### src/rtl/counter_pkg.sv
// counter_pkg: direction constants and default sizing for mod_updown_counter.
package counter_pkg;
  localparam logic DIR_UP = 1'b1;
  localparam logic DIR_DOWN = 1'b0;
  localparam int DEF_WIDTH = 8;
  localparam int DEF_MODULUS = 256;
endpackage

### src/rtl/mod_step.sv
// mod_step: next count value and wrap detect; saturation only with COUNTER_SAT_EN.
module mod_step
  import counter_pkg::*;
#(
  parameter int WIDTH = DEF_WIDTH,
  parameter int MODULUS = DEF_MODULUS
) (
  input  logic [WIDTH-1:0] q,
  input  logic             up,
`ifdef COUNTER_SAT_EN
  input  logic             sat,
`endif
  output logic [WIDTH-1:0] q_next,
  output logic             wrap_next
);
  localparam logic [WIDTH-1:0] MAX = WIDTH'(MODULUS - 1);
  localparam logic [WIDTH:0] MOD = (WIDTH + 1)'(MODULUS);
  logic [WIDTH:0] w_sum;
  logic           w_wrap;
  logic [WIDTH-1:0] w_wrapped;
  // one extra bit: up reaches exactly MODULUS, down from 0 sets the MSB
  assign w_sum = (up == DIR_UP) ? {1'b0, q} + 1'b1 : {1'b0, q} - 1'b1;
  assign w_wrap = (up == DIR_UP) ? (w_sum == MOD) : w_sum[WIDTH];
  assign w_wrapped = (up == DIR_UP) ? '0 : MAX;
`ifdef COUNTER_SAT_EN
  assign q_next = w_wrap ? (sat ? q : w_wrapped) : w_sum[WIDTH-1:0];
  assign wrap_next = w_wrap & ~sat;
`else
  assign q_next = w_wrap ? w_wrapped : w_sum[WIDTH-1:0];
  assign wrap_next = w_wrap;
`endif
endmodule

### src/rtl/mod_updown_counter.sv
// mod_updown_counter: modulo up/down counter with clamped load; sat port with COUNTER_SAT_EN.
module mod_updown_counter
  import counter_pkg::*;
#(
  parameter int WIDTH = DEF_WIDTH,
  parameter int MODULUS = DEF_MODULUS
) (
  input  logic             clk,
  input  logic             reset,
  input  logic             load,
  input  logic [WIDTH-1:0] d,
  input  logic             en,
  input  logic             up,
`ifdef COUNTER_SAT_EN
  input  logic             sat,
`endif
  output logic [WIDTH-1:0] q,
  output logic             wrap,
  output logic             at_limit
);
  localparam logic [WIDTH-1:0] MAX = WIDTH'(MODULUS - 1);
  logic [WIDTH-1:0] r_q;
  logic             r_wrap;
  logic [WIDTH-1:0] w_q_next;
  logic             w_wrap_next;
  logic [WIDTH-1:0] w_load;
  mod_step #(.WIDTH(WIDTH), .MODULUS(MODULUS)) u_step (
    .q(r_q),
    .up(up),
`ifdef COUNTER_SAT_EN
    .sat(sat),
`endif
    .q_next(w_q_next),
    .wrap_next(w_wrap_next)
  );
  assign w_load = (d > MAX) ? MAX : d;
  always_ff @(posedge clk) begin
    if (reset) begin
      r_q <= '0;
      r_wrap <= 1'b0;
    end else if (load) begin
      r_q <= w_load;
      r_wrap <= 1'b0;
    end else if (en) begin
      r_q <= w_q_next;
      r_wrap <= w_wrap_next;
    end else begin
      r_wrap <= 1'b0;
    end
  end
  assign q = r_q;
  assign wrap = r_wrap;
  assign at_limit = (up == DIR_UP) ? (r_q == MAX) : (r_q == '0);
endmodule

### config.mk
export PLATFORM = sky130hd
export DESIGN_NAME = mod_updown_counter
export DESIGN_NICKNAME = d
export VERILOG_FILES = /design/src/rtl/counter_pkg.sv /design/src/rtl/mod_step.sv /design/src/rtl/mod_updown_counter.sv
export SDC_FILE = /design/constraint.sdc
export NUM_CORES = 1
export LEC_CHECK = 0
export CAP_MARGIN = 20
export CORE_MARGIN = 3
export CORE_UTILIZATION = 65
export CTS_BUF_LIST = sky130_fd_sc_hd__clkbuf_8 sky130_fd_sc_hd__clkbuf_16
export CTS_CLUSTER_SIZE = 20
export DETAILED_ROUTE_END_ITERATION = 7
export DONT_BUFFER_PORTS = 1
export GPL_TIMING_DRIVEN = 0
export PLACE_DENSITY_LB_ADDON = 0.1
export RECOVER_POWER = 25
export SLEW_MARGIN = 20
export SYNTH_ARGS = -nofsm -noshare
export SYNTH_HDL_FRONTEND = slang
export SYNTH_HIERARCHICAL = 1
export SYNTH_SLANG_ARGS = --single-unit
### constraint.sdc
create_clock -name clk -period 6.53 [get_ports clk]
set_input_delay 1.959 -clock clk [delete_from_list [all_inputs] [get_ports clk]]
set_output_delay 1.959 -clock clk [all_outputs]
set_load 0.05 [all_outputs]
==> impl_metrics.toml, run 1 <==
[sta]
fmax_ghz = 0.2045
period_share_pct = 74.88
slew_viol_final = 0
skew_ns = 0.0004390
setup_viol = 0
holdWs_ns = 1.093
maxSlewHeadroom_pct = 33.69
period_needed_ns = 4.890
rsz0062_at_grt = "false"
finalSetupTns_ns = 0
tightest_slew_ns = 0.9887
hold_viol = 0

[global_routing]
grt_max_degree = 10
grt_pass1_wl_microns = 3374
antenna_found_initial = 0
grt_pass1_vias = 737
track_usage_pct = 23.52
grt_remaining_overflow = 0

[clocking]
root_buffer = "clkbuf_8"
cts_resized = 0
cts_tree = "done"
numCtsBuffers = 3
clock_path_buffers = 2
cts_setup_buffers = 0
htreeDepth = 1
clock-sinks = 9
cts_hold_buffers = 0
clkLatencyLatePin_ns = 0.23
path_clk_slew_ns = 0.04

[routing]
drc = 0
drt-initial-drc-count = 5
vias = 720
viasPerCell = 6.261
wirelength_microns = 1966
top_layer = "met3"
ant_nets = 0
met1Wirelength_microns = 878
routedWlPerCell_microns = 17.10
drtPass1Iterations = 4
wl_met2_microns = 969
wl_met3_microns = 119

[critical_path]
arrival_ns = 2.93
crit_path_end_kind = "primary output"
rrSetupSlack_ns = 3.42
crit_path_max_fanout = 7
r2r_end = "q[0]"
worst-setup-path-type = "in -> out"
startpoint_type = "input port"
critPathTopFamily = "compound AO/OA/AOI/OAI gates"
r2r_start = "q[0]"
r2r_cells = 11
cp-endpoint = "at_limit"
cp.depth = 2
slowest_stage = "o31ai_2"
crit_chain = "nand4_1 -> o31ai_2"
cp.buffers_inverters = 0
crit_path_max_incr_delay_ns = 0.87
cp.required_ns = 4.57
cp-startpoint = "up"

[placement]
dp_hpwl_microns = 1512
place.gp.congestion = 0.8299
io_buffers = 0

[yosys]
synth-edff-count = 0
yosys-top-cells-area = "dfxtp_1, mux2_4, ha_1, mux2i_1, nor2_1"
synth_commonest_cells = "nor2_1, dfxtp_1, ha_1, mux2_4, mux2i_1"
synth.largest_area_cell = "dfxtp_1"
synth_nets = 119
netlist_instances = 97
synth_top_cell_area_share_pct = 20.51
ys_seq_area_share_pct = 20.51
synthMostInstantiatedCell = "nor2_1"
synthFlopType = "dfxtp_1"
syn_avg_cell_area_sq_um = 9.055
synthArstFlopShare_pct = 0
ys_seq_elements = 9
ys_warn_count = 6
syn_area_sq_um = 878.3
synth_cell_type_count = 35

[floorplanning]
die_y_microns = 42.76
io_pins = 23
initial_utilization_pct = 74.05
core_sq_um = 1186
die_width_microns = 42.76
rows = 12
die_area_sq_um = 1828

[power_and_ir_drop]
power_frac_comb_pct = 36.3
pwr_density_cell_nw_per_um2 = 245.9
p_total_w = 0.0002326
clkPwrFrac_pct = 26.3
power.leakage_nw = 0.4431
switchingPower_w = 0.00008974
internal_power_w = 0.0001428
power.switching_fraction_pct = 38.58
ir_worst_vdd_mv = 0.2330
power_frac_seq_pct = 37.5

[finish]
num_antenna_cells = 0
nNetsFinal = 124
layout-drive-gt1-share_pct = 18.81
final_core_util_pct = 79.75
syn_to_final_growth_pct = 7.692

[hold_path]
min_path_type = "reg -> reg"

[status]
status = "finished, final reports clean"

[flow_run]
cap_viol_max_count = 0
power groups by stage:
stage | sequential, W | clock, W | combinational [W]
after floorplan | 0.0000849 | 0 | 0.0000710
after global placement | 0.0000878 | 0 | 0.0000791
after detailed placement | 0.0000880 | 0 | 0.0000824
after CTS | 0.0000871 | 0.0000631 | 0.0000836
after global routing | 0.0000880 | 0.0000659 | 0.0000936
final | 0.0000872 | 0.0000611 | 0.0000843
layer usage:
metal | GRT usage, % | up-vias
met4 | 0 | 0
met3 | 7.203 | 0
met5 | 0 | -
met1 | 28.64 | 333
met2 | 42.51 | 32
li1 | - | 355
registers in the layout, indices dropped and copies added (netlist names):
name,flops
q,8
wrap,1
through the flow:
step / cells / instance area, sq um / setup slack, ns
finish: 115 / 945.9 / 1.640
CTS: 115 / 945.9 / 1.641
global placement: 111 / 895.9 / 1.213
global route: 115 / 945.9 / 1.619
floorplan: 97 / 878.3 / 1.284
detailed placement: 111 / 900.9 / 1.641
worst min path at each step:
stage / start / end / slack, ns / depth (start not counted)
after floorplan: q[0] / q[0] / 1.00 / 4
after global placement: q[4] / q[4] / 1.07 / 3
after detailed placement: q[5] / q[5] / 1.09 / 3
after CTS: q[4] / q[4] / 1.10 / 3
after global routing: q[5] / q[5] / 1.13 / 3
final: q[5] / q[5] / 1.09 / 3
logic make-up after synthesis:
logic type	after synthesis	share of synthesized area, %
flip-flops	9	20.51
adder cells (fa/ha/maj)	9	13.68
buffers and inverters	7	4.273
AND/OR/NAND/NOR	33	17.95
multiplexers	16	22.79
AO/OA/AOI/OAI	17	14.81
XOR/XNOR	6	5.983
layout make-up:
cell class | instances | area, sq um
inverters | 4 | 15.01
fillers | 89 | 240.2
plain buffers | 3 | 22.52
flip-flops and latches | 9 | 180.2
well taps | 14 | 17.52
multi-input cells | 81 | 665.6
clock buffers | 3 | 41.29
clock inverters | 1 | 3.754
placed cells by master, fill, tap and decap left out, types with 2 or more instances in the layout:
master and instances:
clkbuf_8 3, mux2_4 8, ha_1 8, inv_1 5, nor2_1 13, xor2_1 4
or2_1 3, dfxtp_1 9, o21ai_1 2, nand3_1 3, o31ai_2 2, nor3_1 2
a31oi_1 2, a21oi_1 2, xnor2_1 2, nand2_1 6, mux2i_1 8, a21o_1 2
No activity file was read; power rests on OpenSTA's default activity.
==> inputs of run 2 (changes only) <==
--- a/config.mk
+++ b/config.mk
@@ -7,7 +7,7 @@
 export LEC_CHECK = 0
 export CAP_MARGIN = 20
 export CORE_MARGIN = 3
-export CORE_UTILIZATION = 65
+export CORE_UTILIZATION = 55
 export CTS_BUF_LIST = sky130_fd_sc_hd__clkbuf_8 sky130_fd_sc_hd__clkbuf_16
 export CTS_CLUSTER_SIZE = 20
 export DETAILED_ROUTE_END_ITERATION = 7
==> constraint.sdc (replaced) <==
create_clock -name clk -period 4.4 [get_ports clk]
set_input_delay 1.32 -clock clk [delete_from_list [all_inputs] [get_ports clk]]
set_output_delay 1.32 -clock clk [all_outputs]
set_load 0.05 [all_outputs]
==> run 2 against run 1 <==
Compared with the run above: largest power group unchanged; non-clock buffer count unchanged; critical path type unchanged; critical path depth unchanged; power up 50%; via count up 1.8%; first-iteration DRC count up 140%; register-to-register slack worse by 2.1 ns; utilization down 12 points; clock power up 58%; final area up 0.13%.
==> impl_metrics.toml, run 2 (synthesized netlist as in run 1, its figures left out) <==
[critical_path]
slowest_stage = "o31ai_2"
cp.required_ns = 3.08
r2r_cells = 11
worst-setup-path-type = "in -> out"
crit_path_max_incr_delay_ns = 0.85
startpoint_type = "input port"
cp.buffers_inverters = 0
crit_path_max_fanout = 7
cp.depth = 2
arrival_ns = 2.27
critPathTopFamily = "compound AO/OA/AOI/OAI gates"
crit_chain = "nand4_1 -> o31ai_2"
crit_path_end_kind = "primary output"

[global_routing]
grt_pass1_vias = 749
grt_remaining_overflow = 0
grt_max_degree = 10
track_usage_pct = 21.33
antenna_found_initial = 0
grt_pass1_wl_microns = 3298

[floorplanning]
rows = 13
die_width_microns = 45.96
core_sq_um = 1399
initial_utilization_pct = 62.79
io_pins = 23
die_area_sq_um = 2112
die_y_microns = 45.96

[clocking]
clock_path_buffers = 2
clock-sinks = 9
clkLatencyLatePin_ns = 0.23
numCtsBuffers = 3
cts_setup_buffers = 0
cts_tree = "done"
cts_resized = 0
path_clk_slew_ns = 0.05
cts_hold_buffers = 0
root_buffer = "clkbuf_8"
htreeDepth = 1

[sta]
finalSetupTns_ns = 0
fmax_ghz = 0.2786
rsz0062_at_grt = "false"
slew_viol_final = 0
skew_ns = 0.001413
period_share_pct = 81.58
tightest_slew_ns = 0.9638
hold_viol = 0
period_needed_ns = 3.589
maxSlewHeadroom_pct = 35.36
setup_viol = 0

[placement]
io_buffers = 0
place.gp.congestion = 0.8641
place_inst = 112
dp_hpwl_microns = 1516

[power_and_ir_drop]
clkPwrFrac_pct = 27.6
power.switching_fraction_pct = 39.17
power.leakage_nw = 0.4431
pwr_density_cell_nw_per_um2 = 368.3
power_frac_seq_pct = 37.1
power_frac_comb_pct = 35.3
internal_power_w = 0.0002122
switchingPower_w = 0.0001367
ir_worst_vdd_mv = 0.3060

[hold_path]
min_path_type = "reg -> reg"
whs_path_depth = 3

[finish]
stdcell_count = 116
num_antenna_cells = 0
nNetsFinal = 124
final_cell_mix = "nor2_1, dfxtp_1, mux2_4, mux2i_1, ha_1"
num-fill-cells = 123
layout_commonest_cell = "nor2_1"
largest_reg_flops = 8
layout-drive-gt1-share_pct = 18.81
syn_to_final_growth_pct = 7.835

[routing]
wirelength_microns = 1969
vias = 733
viasPerCell = 6.319
drc = 0
drtPass1Iterations = 4
drt-initial-drc-count = 12
ant_nets = 0
routedWlPerCell_microns = 16.97

[flow_run]
cap_viol_max_count = 0

[status]
status = "finished, final reports clean"
[run 2: cell counts in the layout (fill, tap and decap cells not counted)]
No cell type changed its count.
[run 2: final timing paths]
check	startpoint	to	slack, ns
setup / recovery	up	at_limit	0.81
hold / removal	q[6]	q[6]	1.09
setup reg to reg	q[0]	q[4]	1.28
hold reg to reg	q[6]	q[6]	1.09
[run 2: power by group through the flow]
| stage | Sequential (W) | Clock [W] | Combinational, W |
|---|---|---|---|
| global placement | 0.000131 | 0 | 0.000118 |
| floorplan | 0.000126 | 0 | 0.000105 |
| global route | 0.000131 | 0.000102 | 0.000137 |
| finish | 0.000129 | 0.0000964 | 0.000123 |
| CTS | 0.000129 | 0.0000964 | 0.000123 |
| detailed placement | 0.000131 | 0 | 0.000122 |
[run 2: worst reg2reg max path: stages, from the launching register on]
cell	delay, ns
dfxtp_1	0.81
inv_1	0.14
fa_1	0.45
nand2b_1	0.17
a21oi_2	0.17
a31oi_1	0.18
o21bai_1	0.23
a211oi_1	0.15
or2_1	0.26
mux2_4	0.26
mux2i_1	0.12
nor2_1	0.07
[run 2: routing by layer]
layer | track usage (%) | routed length, microns
met2 | 36.26 | 943
met4 | 3.409 | 21
met1 | 25.94 | 819
met5 | 0 | 0
met3 | 7.510 | 184
[run 2: metrics by stage]
step	instance area [sq um]	util [%]	hold WS, ns	setup slack [ns]	power (W)
after floorplan	878.3	-	1.001	0.4322	0.0002314
after global placement	897.1	64.13	1.076	0.3583	0.0002485
after detailed placement	902.1	64.49	1.082	0.7958	0.0002528
after CTS	947.2	67.71	1.091	0.7958	0.0003486
after global routing	947.2	67.71	1.112	0.7754	0.0003700
final	947.2	67.71	1.095	0.8105	0.0003489
[run 2: layout make-up]
class                   instances  area [sq um]  area share [%]
multi-input cells              81         665.6           70.28
clock inverters                 1         3.754          0.3963
flip-flops and latches          9         180.2           19.02
inverters                       4         15.01           1.585
plain buffers                   3         22.52           2.378
clock buffers                   3         41.29           4.359
well taps                      15         18.77           1.982
==> inputs of run 3 (changes only) <==
==> constraint.sdc (replaced) <==
create_clock -name clk -period 3 [get_ports clk]
set_input_delay 0.9 -clock clk [delete_from_list [all_inputs] [get_ports clk]]
set_output_delay 0.9 -clock clk [all_outputs]
set_load 0.05 [all_outputs]
==> run 3 against run 2 <==
Compared with the run above: critical path type is now in -> reg; worst setup slack got worse by 0.67 ns; combinational power rose by 49%; non-clock buffer count unchanged; largest power group unchanged; critical path depth grew 9; power is 47% higher; utilization rose by 1.7 points; routed wire length fell by 3.6%; clock skew increased by 0.0015 ns; sequential cell count unchanged; highest routed layer unchanged; via count fell by 1.8%.
==> impl_metrics.toml, run 3 (synthesized netlist as in run 1, its figures left out) <==
[status]
status = "finished, final reports clean"

[floorplanning]
die_y_microns = 45.96
io_pins = 23
initial_utilization_pct = 62.79
rows = 13
core_sq_um = 1399
die_width_microns = 45.96
die_area_sq_um = 2112

[clocking]
path_clk_slew_ns = 0.05
clock_path_buffers = 2
cts_setup_buffers = 0
numCtsBuffers = 3
cts_tree = "done"
htreeDepth = 1
clock-sinks = 9
clkLatencyLatePin_ns = 0.24
root_buffer = "clkbuf_8"

[critical_path]
crit_path_max_fanout = 7
crit_chain = "clkinvlp_4 -> ha_1 -> a211oi_2 -> o31ai_2 -> a31oi_1 -> xor2_1 -> o2111a_2 -> o21ai_1 -> mux2_4 -> mux2i_1 -> nor2_1"
rrSetupSlack_ns = 0.21
r2r_end = "q[0]"
r2r_start = "q[4]"
crit_path_max_incr_delay_ns = 0.36
worst-setup-path-type = "in -> reg"
startpoint_type = "input port"
cp.buffers_inverters = 1
arrival_ns = 2.97
crit_path_end_kind = "register"
slowest_stage = "ha_1"
critPathTopFamily = "compound AO/OA/AOI/OAI gates"
cp-startpoint = "up"
r2r_cells = 10
cp.required_ns = 3.11

[sta]
skew_ns = 0.002865
setup_viol = 0
slew_viol_final = 0
maxSlewHeadroom_pct = 56.94
tightest_slew_ns = 0.6450
hold_viol = 0
fmax_ghz = 0.3498
period_needed_ns = 2.859
period_share_pct = 95.28

[global_routing]
grt-busiest-layer = "met2"
use_met1_pct = 27.00
grt_max_degree = 10
grt_remaining_overflow = 0
grt_pass1_wl_microns = 3263
grt_pass1_vias = 712
track_usage_pct = 21.37
use_met3_pct = 8.696
grt_use_met2_pct = 33.52
antenna_found_initial = 0

[placement]
dp_hpwl_microns = 1443
io_buffers = 0
place.gp.congestion = 0.8437
dpl_cell_area_sq_um = 902.1

[routing]
ant_nets = 0
viasPerCell = 6.207
drtPass1Iterations = 4
wirelength_microns = 1899
vias = 720
drt-initial-drc-count = 9
routedWlPerCell_microns = 16.37
drc = 0

[finish]
num_antenna_cells = 0
design_area_sq_um = 970.9
layout-drive-gt1-share_pct = 22.77
syn_to_final_growth_pct = 10.54
largest_reg_flops = 8
layout_commonest_cell = "nor2_1"
num-fill-cells = 123
final_cell_mix = "nor2_1, mux2_4, mux2i_1, ha_1, dfxtp_1"
nNetsFinal = 124

[power_and_ir_drop]
ir_worst_vdd_mv = 0.2620
power.leakage_nw = 0.4399
pwr_density_cell_nw_per_um2 = 529.6
p_total_w = 0.0005142

[hold_path]
min-delay-start = "d[7]"
holdPathEnd = "q[7]"
whs_path_depth = 2
min_path_type = "in -> reg"

[flow_run]
cap_viol_max_count = 0
==> run 3: per-stage QoR <==
stage	util [%]	worst slack, ns	cells	setup TNS (ns)	hold WS (ns)
6_report	69.41	0.1415	116	0	0.8135
2_1_floorplan	-	0.1140	97	0	1.001
3_3_place_gp	64.49	-0.1144	112	-0.1911	1.048
3_5_place_dp	64.49	-0.1163	112	-0.4440	1.057
4_1_cts	67.80	0.02934	116	0	0.8141
5_1_grt	69.41	-0.01532	116	-0.01916	0.8124
==> run 3: cell type report <==
class	count	area, sq um	area share [%]
clock inverter	1	3.754	0.3866
clock buffer	3	41.29	4.253
sequential	9	185.2	19.07
buffer	3	22.52	2.320
multi-input combinational	81	680.7	70.10
inverter	4	18.77	1.933
tap	15	18.77	1.933
==> run 3: metal layers <==
metal,vias up,wire (microns)
li1,355,-
met1,343,864
met2,19,900
met3,3,120
met4,0,14
met5,-,0
==> run 3: where the power goes <==
group / total, W / leakage, nW / internal, W / switching (W)
Sequential: 0.000190 / 0.0756 / 0.000132 / 0.0000581
Combinational: 0.000183 / 0.337 / 0.0000921 / 0.0000905
Clock: 0.000142 / 0.0269 / 0.0000895 / 0.0000524
Total: 0.000514 / 0.440 / 0.000313 / 0.000201
==> run 3: worst max-delay path by stage <==
stage / endpoint / slack [ns] / cells past startpoint
floorplan: q[0] / 0.11 / 11
CTS: q[0] / 0.03 / 11
global placement: q[0] / -0.11 / 11
finish: q[0] / 0.14 / 11
detailed placement: q[0] / -0.12 / 11
global route: q[1] / -0.02 / 11
==> run 3: repair_timing <==
item	CTS	global route
setup endpoints to repair	8	9
hold buffers	0	0
resized for setup	1	5
pin swaps	0	1
endpoints found under the hold margin	0	0
==> run 3: worst reg2reg max path, cell delays in order (launching register included) <==
cell and delay (ns):
dfxtp_1 0.72, ha_1 0.41, a21oi_1 0.20, o31ai_2 0.11, a31oi_1 0.22, xor2_1 0.23
o2111a_2 0.26, o21ai_1 0.08, mux2_4 0.26, mux2i_1 0.12, nor2_1 0.05
